==> src/rtl/vga_timing_pkg.sv <==
// Shared types and default 640x480@60 timing for the VGA raster generator.
// The phase lookup is used by each axis counter to derive its next phase.
package vga_timing_pkg;

  localparam int unsigned CountW = 10;

  localparam int unsigned DefHActive = 640;
  localparam int unsigned DefHFront  = 16;
  localparam int unsigned DefHSync   = 96;
  localparam int unsigned DefHBack   = 48;
  localparam int unsigned DefVActive = 480;
  localparam int unsigned DefVFront  = 10;
  localparam int unsigned DefVSync   = 2;
  localparam int unsigned DefVBack   = 33;

  typedef enum logic [1:0] {
    PH_ACTIVE,
    PH_FRONT,
    PH_SYNC,
    PH_BACK
  } axis_phase_t;

  // Registered output bundle; one flop set keeps every output on the same edge.
  typedef struct packed {
    logic [9:0] x;
    logic [8:0] y;
    logic       frame_active;
    logic       h_sync;
    logic       v_sync;
    logic       line_start;
    logic       frame_start;
  } vga_out_t;

  function automatic axis_phase_t count_phase(input logic [CountW-1:0] count,
                                              input int unsigned active,
                                              input int unsigned front,
                                              input int unsigned sync);
    int unsigned c;
    c = 32'(count);
    if (c < active) begin
      return PH_ACTIVE;
    end else if (c < active + front) begin
      return PH_FRONT;
    end else if (c < active + front + sync) begin
      return PH_SYNC;
    end
    return PH_BACK;
  endfunction

endpackage

==> src/rtl/vga_timing_gen_sync_axis.sv <==
// One raster axis: position counter plus ACTIVE/FRONT/SYNC/BACK phase register.
// wrap is combinational so the vertical axis can step on the same edge.
module sync_axis_counter
  import vga_timing_pkg::*;
#(
  parameter int unsigned ACTIVE   = DefHActive,
  parameter int unsigned FRONT    = DefHFront,
  parameter int unsigned SYNC     = DefHSync,
  parameter int unsigned BACK     = DefHBack,
  parameter bit          SYNC_POL = 1'b0
) (
  input  logic              clk,
  input  logic              rst,
  input  logic              step,
  output logic [CountW-1:0] count,
  output axis_phase_t       phase,
  output logic              wrap,
  output logic              sync
);

  localparam int unsigned       Total     = ACTIVE + FRONT + SYNC + BACK;
  localparam logic [CountW-1:0] LastCount = CountW'(Total - 1);

  logic [CountW-1:0] count_d, count_q;
  axis_phase_t       phase_d, phase_q;

  assign wrap = step && (count_q == LastCount);

  always_comb begin
    count_d = count_q;
    if (step) begin
      count_d = wrap ? '0 : count_q + CountW'(1);
    end
  end

  // Phase follows the count it is about to hold, so it stays aligned with count_q.
  always_comb begin
    phase_d = phase_q;
    if (step) begin
      phase_d = count_phase(count_d, ACTIVE, FRONT, SYNC);
    end
  end

  always_ff @(posedge clk) begin
    if (rst) begin
      count_q <= '0;
      phase_q <= PH_ACTIVE;
    end else begin
      count_q <= count_d;
      phase_q <= phase_d;
    end
  end

  assign count = count_q;
  assign phase = phase_q;
  assign sync  = (phase_q == PH_SYNC) ? SYNC_POL : ~SYNC_POL;

endmodule

==> src/rtl/vga_timing_gen.sv <==
// VGA raster timing source: horizontal and vertical axis counters with all
// outputs registered one enabled cycle behind the counter state they decode.
module vga_timing_gen
  import vga_timing_pkg::*;
#(
  parameter int unsigned H_ACTIVE = DefHActive,
  parameter int unsigned H_FRONT  = DefHFront,
  parameter int unsigned H_SYNC   = DefHSync,
  parameter int unsigned H_BACK   = DefHBack,
  parameter int unsigned V_ACTIVE = DefVActive,
  parameter int unsigned V_FRONT  = DefVFront,
  parameter int unsigned V_SYNC   = DefVSync,
  parameter int unsigned V_BACK   = DefVBack,
  parameter bit          SYNC_POL = 1'b0
) (
  input  logic       clk,
  input  logic       rst,
  input  logic       ena,
  output logic [9:0] x,
  output logic [8:0] y,
  output logic       frame_active,
  output logic       h_sync,
  output logic       v_sync,
  output logic       line_start,
  output logic       frame_start
);

  logic [CountW-1:0] h_count, v_count;
  axis_phase_t       h_phase, v_phase;
  logic              h_wrap, v_wrap;
  logic              h_sync_lvl, v_sync_lvl;
  logic              v_step;

  assign v_step = ena & h_wrap;

  sync_axis_counter #(
    .ACTIVE   (H_ACTIVE),
    .FRONT    (H_FRONT),
    .SYNC     (H_SYNC),
    .BACK     (H_BACK),
    .SYNC_POL (SYNC_POL)
  ) u_h_axis (
    .clk   (clk),
    .rst   (rst),
    .step  (ena),
    .count (h_count),
    .phase (h_phase),
    .wrap  (h_wrap),
    .sync  (h_sync_lvl)
  );

  sync_axis_counter #(
    .ACTIVE   (V_ACTIVE),
    .FRONT    (V_FRONT),
    .SYNC     (V_SYNC),
    .BACK     (V_BACK),
    .SYNC_POL (SYNC_POL)
  ) u_v_axis (
    .clk   (clk),
    .rst   (rst),
    .step  (v_step),
    .count (v_count),
    .phase (v_phase),
    .wrap  (v_wrap),
    .sync  (v_sync_lvl)
  );

  vga_out_t out_d, out_q, out_rst;

  always_comb begin
    out_rst              = '0;
    out_rst.h_sync       = ~SYNC_POL;
    out_rst.v_sync       = ~SYNC_POL;
  end

  always_comb begin
    out_d = out_q;
    if (ena) begin
      out_d.x            = h_count[9:0];
      out_d.y            = v_count[8:0];
      out_d.frame_active = (h_phase == PH_ACTIVE) && (v_phase == PH_ACTIVE);
      out_d.h_sync       = h_sync_lvl;
      out_d.v_sync       = v_sync_lvl;
      out_d.line_start   = (h_count == '0);
      out_d.frame_start  = (h_count == '0) && (v_count == '0);
    end
  end

  always_ff @(posedge clk) begin
    if (rst) begin
      out_q <= out_rst;
    end else begin
      out_q <= out_d;
    end
  end

  assign x            = out_q.x;
  assign y            = out_q.y;
  assign frame_active = out_q.frame_active;
  assign h_sync       = out_q.h_sync;
  assign v_sync       = out_q.v_sync;
  assign line_start   = out_q.line_start;
  assign frame_start  = out_q.frame_start;

  logic unused_v_wrap;
  assign unused_v_wrap = v_wrap;

endmodule

==> config.mk <==
export PLATFORM = sky130hd
export DESIGN_NAME = vga_timing_gen
export DESIGN_NICKNAME = d
export VERILOG_FILES = /design/src/rtl/vga_timing_pkg.sv /design/src/rtl/vga_timing_gen_sync_axis.sv /design/src/rtl/vga_timing_gen.sv
export SDC_FILE = /design/constraint.sdc
export NUM_CORES = 1
export LEC_CHECK = 0
export BUFFER_PORTS_ARGS = -buffer_cell sky130_fd_sc_hd__buf_2
export CAP_MARGIN = 20
export CELL_PAD_IN_SITES_DETAIL_PLACEMENT = 1
export CELL_PAD_IN_SITES_GLOBAL_PLACEMENT = 1
export CORE_MARGIN = 1
export CORE_UTILIZATION = 45
export CTS_CLUSTER_DIAMETER = 150
export DETAILED_ROUTE_END_ITERATION = 12
export PLACE_DENSITY = 0.91
export SYNTH_ARGS = -nofsm -noshare
export SYNTH_HDL_FRONTEND = slang
export SYNTH_SLANG_ARGS = --single-unit
==> constraint.sdc <==
create_clock -name clk -period 3.9 [get_ports clk]
set_input_delay 0.585 -clock clk [delete_from_list [all_inputs] [get_ports clk]]
set_output_delay 0.585 -clock clk [all_outputs]
set_load 0.01 [all_outputs]
==> impl_results.md, run 1 <==
- Post-Route Setup TNS: 0 ns
- GRT overflow: 0
- Share of cells above drive strength 1: 0.145
- Fmax: 384 MHz
- Die Y: 74.6 um
- Placed insts: 358
- Post-synth ARST share: 0
- Yosys warns: 0
- GRT Resource Usage Total: 0.239
- RSZ-0062 raised after global routing: no
- Total power divided by cell area: 349 nW/um2
- Gpl congestion: 0.833
- Clk_lat worst skew: 0.32 ns
- Root buffer selected by CTS: clkbuf_8
- CTS Buf Count: 5
- Final setup violating endpoints: 0
- WL per Instance: 16.4 um
- Top post-synthesis cells by area: dfxtp_1 41%, mux2i_1 9.3%, nor2_1 7.4%
- Critical path required time: 4.11 ns
- Drt first pass iters: 5
- WHS: 0.496 ns
- Max-cap viol count: 0
- Synth Register Bits: 48
- Seq/Total Area, Yosys: 0.405
- Placement Rows: 26
- Leak Pwr: 1.05 nW
- Critical path capture point type: flip-flop
- Hold_buf cts: 0
- Detailed-route via count: 2059
- Horiz. Die Dim: 74.6 um
- Largest net degree at the start of global routing: 39
- Post-synth cell types: 48
- CP Class: flip-flop to flip-flop
- Final net count: 302
- Clock Skew: 0.0114 ns
- # resized after CTS: 0
- Hold WC Path Type: flip-flop to flip-flop
- Vias in the first global route: 2046
- Worst slew pin tran: 0.730 ns
- Final min period: 2.60 ns
- Fin cells: 366
- CTS tree: done
- Post-Syn Area: 2370 um2
- Io pins: 27
- DRC viols: 0
- CP arrival: 2.81 ns
- Port bufs: 26
- Top_reg_cell synth: dfxtp_1
- Max IR drop VDD: 0.000209 V
- Post-CTS setup buffer count: 0
- Most frequent cells in the layout: 48 x dfxtp_1, 47 x nor2_1, 26 x buf_2
- Post-route ant nets: 0
- First-pass GRT wire length: 9980 um
- Initial antenna violation count: 0
- Synth top area share: 0.405
- Syn_nets: 286
- Commonest non-fill, non-tap cell in the layout: dfxtp_1
- Vias per cell: 5.63
- Synth Instances: 279
- Area leader, netlist: dfxtp_1
- Footprint of the multi-input gates: 1290 um2
- Syn_area_per_cell: 8.50 um2
- Crit share post-route: 0.667
- Post-synth EDFFs: 0
- Sequential cell area: 961 um2
- CP Launch Type: flip-flop
- Max_slew headroom: 0.513
- ANT cells: 0
- Die area: 5560 um2
- Iter 0 DRT Violations: 105
- Final Hold Vio Count: 0
- Clk sinks: 48
- Outcome: completed
- Clock slew at reported path FFs: 0.10 ns
- Starting Density: 0.467
- Final Core Density: 0.520
- Final Max Slew Viols: 0
- Fillcell total: 624
- H-tree Lvls: 2
- Area growth, synth to finish: 11.3%
- CTS Buffer Depth: 2
- CP max FO: 14
- Final HPWL DP: 4060 um
- Core area: 5070 um2
- DRT Wirelength: 5990 um
==> power by group <==
group / switching, mW / total [mW] / internal (mW)
logic: 0.0267 / 0.0414 / 0.0147
clock network: 0.186 / 0.380 / 0.193
registers: 0.00442 / 0.499 / 0.495
==> sequential cells by signal, summed over array words and instances (netlist names) <==
register        count
frame_active        1
frame_start         1
h_sync              1
line_start          1
u_h_axis.count     10
u_h_axis.phase      2
u_v_axis.count     10
u_v_axis.phase      2
v_sync              1
x                  10
y                   9
==> cells in the mapped netlist, types with 3 or more instances <==
| master | n |
|---|---|
| nor3_1 | 9 |
| nand4_1 | 6 |
| nand3_1 | 15 |
| nor2_1 | 47 |
| nor2b_1 | 3 |
| xnor2_1 | 9 |
| or3_1 | 3 |
| xor2_1 | 6 |
| nor3b_1 | 3 |
| nand2_1 | 18 |
| and2_1 | 3 |
| dfxtp_1 | 48 |
| nor4_1 | 4 |
| clkbuf_1 | 15 |
| a21oi_1 | 9 |
| a31oi_1 | 3 |
| o22ai_1 | 4 |
| ha_1 | 4 |
| mux2i_1 | 22 |
| inv_1 | 9 |
| nand3b_1 | 3 |
==> cell families (layout without fill, tap and decap cells) <==
logic type | after synthesis | in the layout | synth area share
and+or+nand+nor | 128 | 128 | 0.274
DFF | 48 | 48 | 0.405
adders and majority gates | 4 | 4 | 0.0211
muxes | 23 | 23 | 0.0976
AOI/OAI and AO/OA | 33 | 33 | 0.0976
xor gates and xnor gates | 15 | 15 | 0.0554
buffers and inverters | 28 | 45 | 0.0485
==> metal layers <==
metal	GRT usage	vias to the layer above	share of wire
met5	0	-	0
met3	0.0474	11	0.042
met2	0.380	48	0.46
met4	0.0901	0	0.018
li1	-	1001	-
met1	0.318	999	0.48
==> per-stage QoR <==
stage	worst slack, ns	total power [mW]	cell area (um2)
2_1_floorplan	1.67	0.540	2370
3_3_place_gp	1.25	0.551	2520
3_5_place_dp	1.17	0.553	2520
4_1_cts	1.32	0.927	2640
5_1_grt	1.16	0.949	2640
6_report	1.30	0.920	2640
==> cell type report <==
class                   count  area share
clock buffers               5      0.0261
clock inverters             3      0.0180
inverters                   9      0.0128
multi-input cells         203       0.491
flip-flops and latches     48       0.364
well taps                  70      0.0332
repair buffers             28      0.0550
==> final timing paths <==
kind | startpoint | end | slack [ns] | depth (start not counted)
max | u_h_axis.count[5]$_SDFF_PP0_ | u_v_axis.phase[1]$_SDFFE_PP0N_ | 1.30 | 6
min | line_start$_SDFFE_PP0P_ | line_start$_SDFFE_PP0P_ | 0.50 | 2
max reg2reg | u_h_axis.count[5]$_SDFF_PP0_ | u_v_axis.phase[1]$_SDFFE_PP0N_ | 1.30 | 6
min reg2reg | line_start$_SDFFE_PP0P_ | line_start$_SDFFE_PP0P_ | 0.50 | 2
==> critical path: stages, from the launching register on <==
cell      delay, ns
dfxtp_1        0.46
or4b_4         0.62
or3_4          0.44
nor4_2         0.33
xnor2_1        0.24
nand3b_1       0.13
a32o_1         0.27
Note: power is estimated with default switching activity, not from simulation.
==> run 2: changes to the inputs <==
--- a/config.mk
+++ b/config.mk
@@ -5,15 +5,16 @@
 export SDC_FILE = /design/constraint.sdc
 export NUM_CORES = 1
 export LEC_CHECK = 0
+export ABC_AREA = 1
 export BUFFER_PORTS_ARGS = -buffer_cell sky130_fd_sc_hd__buf_2
 export CAP_MARGIN = 20
 export CELL_PAD_IN_SITES_DETAIL_PLACEMENT = 1
 export CELL_PAD_IN_SITES_GLOBAL_PLACEMENT = 1
 export CORE_MARGIN = 1
-export CORE_UTILIZATION = 45
+export CORE_UTILIZATION = 37
 export CTS_CLUSTER_DIAMETER = 150
 export DETAILED_ROUTE_END_ITERATION = 12
-export PLACE_DENSITY = 0.91
+export PLACE_DENSITY = 0.85
 export SYNTH_ARGS = -nofsm -noshare
 export SYNTH_HDL_FRONTEND = slang
 export SYNTH_SLANG_ARGS = --single-unit
==> constraint.sdc (replaced) <==
create_clock -name clk -period 2.14 [get_ports clk]
set_input_delay 0.321 -clock clk [delete_from_list [all_inputs] [get_ports clk]]
set_output_delay 0.321 -clock clk [all_outputs]
set_load 0.01 [all_outputs]
==> run 2 against run 1 <==
Total power up 86%. Synthesized cell count up 20%. Final cell count rose by 21%. First-iteration DRC count decreased by 30%. Highest routed layer unchanged. Area after synthesis shrank 2.4%. Maximum frequency rose by 31%.
==> impl_results.md, run 2 <==
- Outcome: completed
- Area leader, netlist: dfxtp_1
- Commonest non-fill, non-tap cell in the layout: nand2_1
- Max-cap viol count: 0
- Clock slew at reported path FFs: 0.10 ns
- Clock Skew: 0.0124 ns
- Placed instance area: 2520 um2
- Final HPWL DP: 4720 um
- Critical path required time: 2.35 ns
- Root buffer selected by CTS: clkbuf_8
- CP Buf/Inv Count: 0
- Mux contribution to synthesized area: 0
- Clk sinks: 48
- Post-synth ARST share: 0
- Post-Syn Area: 2310 um2
- Horiz. Die Dim: 81.1 um
- Detailed-route via count: 2265
- CP max-delay cell: dfxtp_1
- GRT Resource Usage Total: 0.219
- Total power divided by cell area: 641 nW/um2
- Starting Density: 0.386
- CP Launch Type: flip-flop
- Final min period: 1.98 ns
- Internal power: 1.30 mW
- Top-count cell post-synth: nand2_1
- Final Max Slew Viols: 0
- Area growth, synth to finish: 15.7%
- Most instantiated cells after synthesis: 94 x nand2_1, 48 x dfxtp_1, 40 x nor2_1, 31 x inv_1, 30 x a21oi_1
- CP cell instances: ha_1 -> nand2_2 -> nor2_4 -> nand3_4 -> nor2_1 -> nand2_1 -> nand2_1 -> nor2_1 -> nand2_1 -> nor2_2 -> nand2_1 -> nand2_1 -> nand2_1 -> nand2_1
- Drt first pass iters: 4
- Seq/Total Area, Yosys: 0.415
- Share of cells above drive strength 1: 0.185
- Syn_nets: 343
- Hold WC Path Type: input port to flip-flop
- Post-synth EDFFs: 0
- Synth Area in Simple Gates: 0.350
- ANT cells: 0
- H-tree Lvls: 2
- Slowest cell delay on critical path: 0.39 ns
- Largest net degree at the start of global routing: 31
- Synth Instances: 336
- GRT overflow: 0
- Post-Route Setup TNS: 0 ns
- Port bufs: 26
- Synth top area share: 0.415
- Vias in the first global route: 2419
- Family with the most delay on the worst path: simple AND/OR/NAND/NOR gates
- Design Area, Final: 2680 um2
- Top post-synthesis cells by area: dfxtp_1 42%, nand2_1 15%, a21oi_1 6.5%
- WL per Instance: 14.8 um
- CTS tree: done
- Logic pwr share: 0.062
- Max IR drop VDD: 0.000286 V
- Compound-cell area share of the yosys netlist: 0.123
- Footprint of the multi-input gates: 1190 um2
- Final setup violating endpoints: 0
- Synth Area in Adders: 0.0216
- Fillcell total: 791
- Syn_area_per_cell: 6.89 um2
- Post-route ant nets: 0
- Final net count: 373
- Top_reg_cell synth: dfxtp_1
- Worst slew pin tran: 0.568 ns
- Vias per cell: 5.12
- Iter 0 DRT Violations: 73
- CP Class: flip-flop to flip-flop
- Cell repeated most along the worst path: nand2_1
- R2R depth: 14
- Post-synth cell types: 28
- Crit share post-route: 0.925
- Gpl congestion: 0.839
- Hold depth: 3
- Power after layout: 1.72 mW
- CP arrival: 2.19 ns
- Critical path capture point type: flip-flop
- RSZ-0062 raised after global routing: yes
- DRC viols: 0
- Clk network pwr share: 0.399
- Most frequent cells in the layout: 94 x nand2_1, 48 x dfxtp_1, 36 x nor2_1
- Core area: 5990 um2
- CP max FO: 15
- Placement Rows: 28
- Clk_lat worst skew: 0.31 ns
- Sequential cell area: 961 um2
- Critical path depth: 14
- Final Hold Vio Count: 0
- Sw frac: 0.241
- Fmax: 505 MHz
- Initial antenna violation count: 0
- Leak Pwr: 1.13 nW
- DRT Wirelength: 6520 um
- Hold_buf cts: 0
- Sequential share of power: 0.539
- CTS Buf Count: 5
- Main combinational cell family by area after synthesis: simple AND/OR/NAND/NOR gates
- Die area: 6570 um2
- CTS Buffer Depth: 2
- Synth Register Bits: 48
- First-pass GRT wire length: 10900 um
- Die Y: 81.1 um
- Yosys warns: 0
- P_sw: 0.414 mW
- Max_slew headroom: 0.621
- Post-Synth XOR/XNOR Area: 0.0114
- Io pins: 27
## run 2: cell type report
cell class	count	share of cell area
timing repair buffer	34	0.0710
clock buffer	5	0.0257
multi-input combinational	243	0.443
inverter	34	0.0486
clock inverter	3	0.0178
sequential	48	0.359
tap	75	0.0350
## run 2: cell families after synthesis
kind of cell | after synthesis
compound gates | 53
xor+xnor | 3
fa+ha+maj | 4
buf+inv | 45
flops | 48
simple gates | 183
## run 2: worst reg2reg max path, stage by stage, from the launching register on
cell	delay, ns
dfxtp_1	0.39
ha_1	0.20
nand2_2	0.10
nor2_4	0.14
nand3_4	0.23
nor2_1	0.24
nand2_1	0.10
nand2_1	0.12
nor2_1	0.06
nand2_1	0.08
nor2_2	0.04
nand2_1	0.05
nand2_1	0.04
nand2_1	0.05
nand2_1	0.04
## run 2: worst paths after layout
kind	from	end	slack [ns]
min	ena	x[9]$_SDFFE_PP0P_	0.32
max	u_h_axis.count[1]$_SDFFE_PP0P_	u_v_axis.phase[1]$_SDFFE_PP0N_	0.16
max reg2reg	u_h_axis.count[1]$_SDFFE_PP0P_	u_v_axis.phase[1]$_SDFFE_PP0N_	0.16
min reg2reg	x[7]$_SDFFE_PP0P_	x[7]$_SDFFE_PP0P_	0.46
## run 2: metrics by stage
stage               hold slack (ns)  worst slack, ns   util  std cells
global route                  0.324          -0.0272  0.447        442
finish                        0.318            0.160  0.447        442
CTS                           0.310            0.101  0.440        439
floorplan                     0.426            0.478      -        336
detailed placement            0.451            0.164  0.421        431
global placement              0.444            0.250  0.421        431
## run 2: layer usage
metal / global-route usage / wire length, um / share of wire / up-vias
met5: 0 / 0 / 0 / -
li1: - / - / - / 1137
met2: 0.412 / 3430 / 0.53 / 29
met1: 0.235 / 2810 / 0.43 / 1087
met3: 0.0393 / 131 / 0.020 / 12
met4: 0.100 / 142 / 0.022 / 0
## run 2: what timing repair did
item                       in CTS  in global routing
hold endpoints to repair        0                  0
setup endpoints to repair       0                  3
resized for setup               0                  7
buffers inserted                0                  3
## run 2: power groups by stage
stage                     Sequential (mW)  Combinational, mW  Clock [mW]
final                               0.925              0.105       0.685
after detailed placement            0.946              0.106           0
after floorplan                     0.953             0.0554           0
after global placement              0.945              0.103           0
after global routing                0.928              0.118       0.740
after CTS                           0.925              0.107       0.706
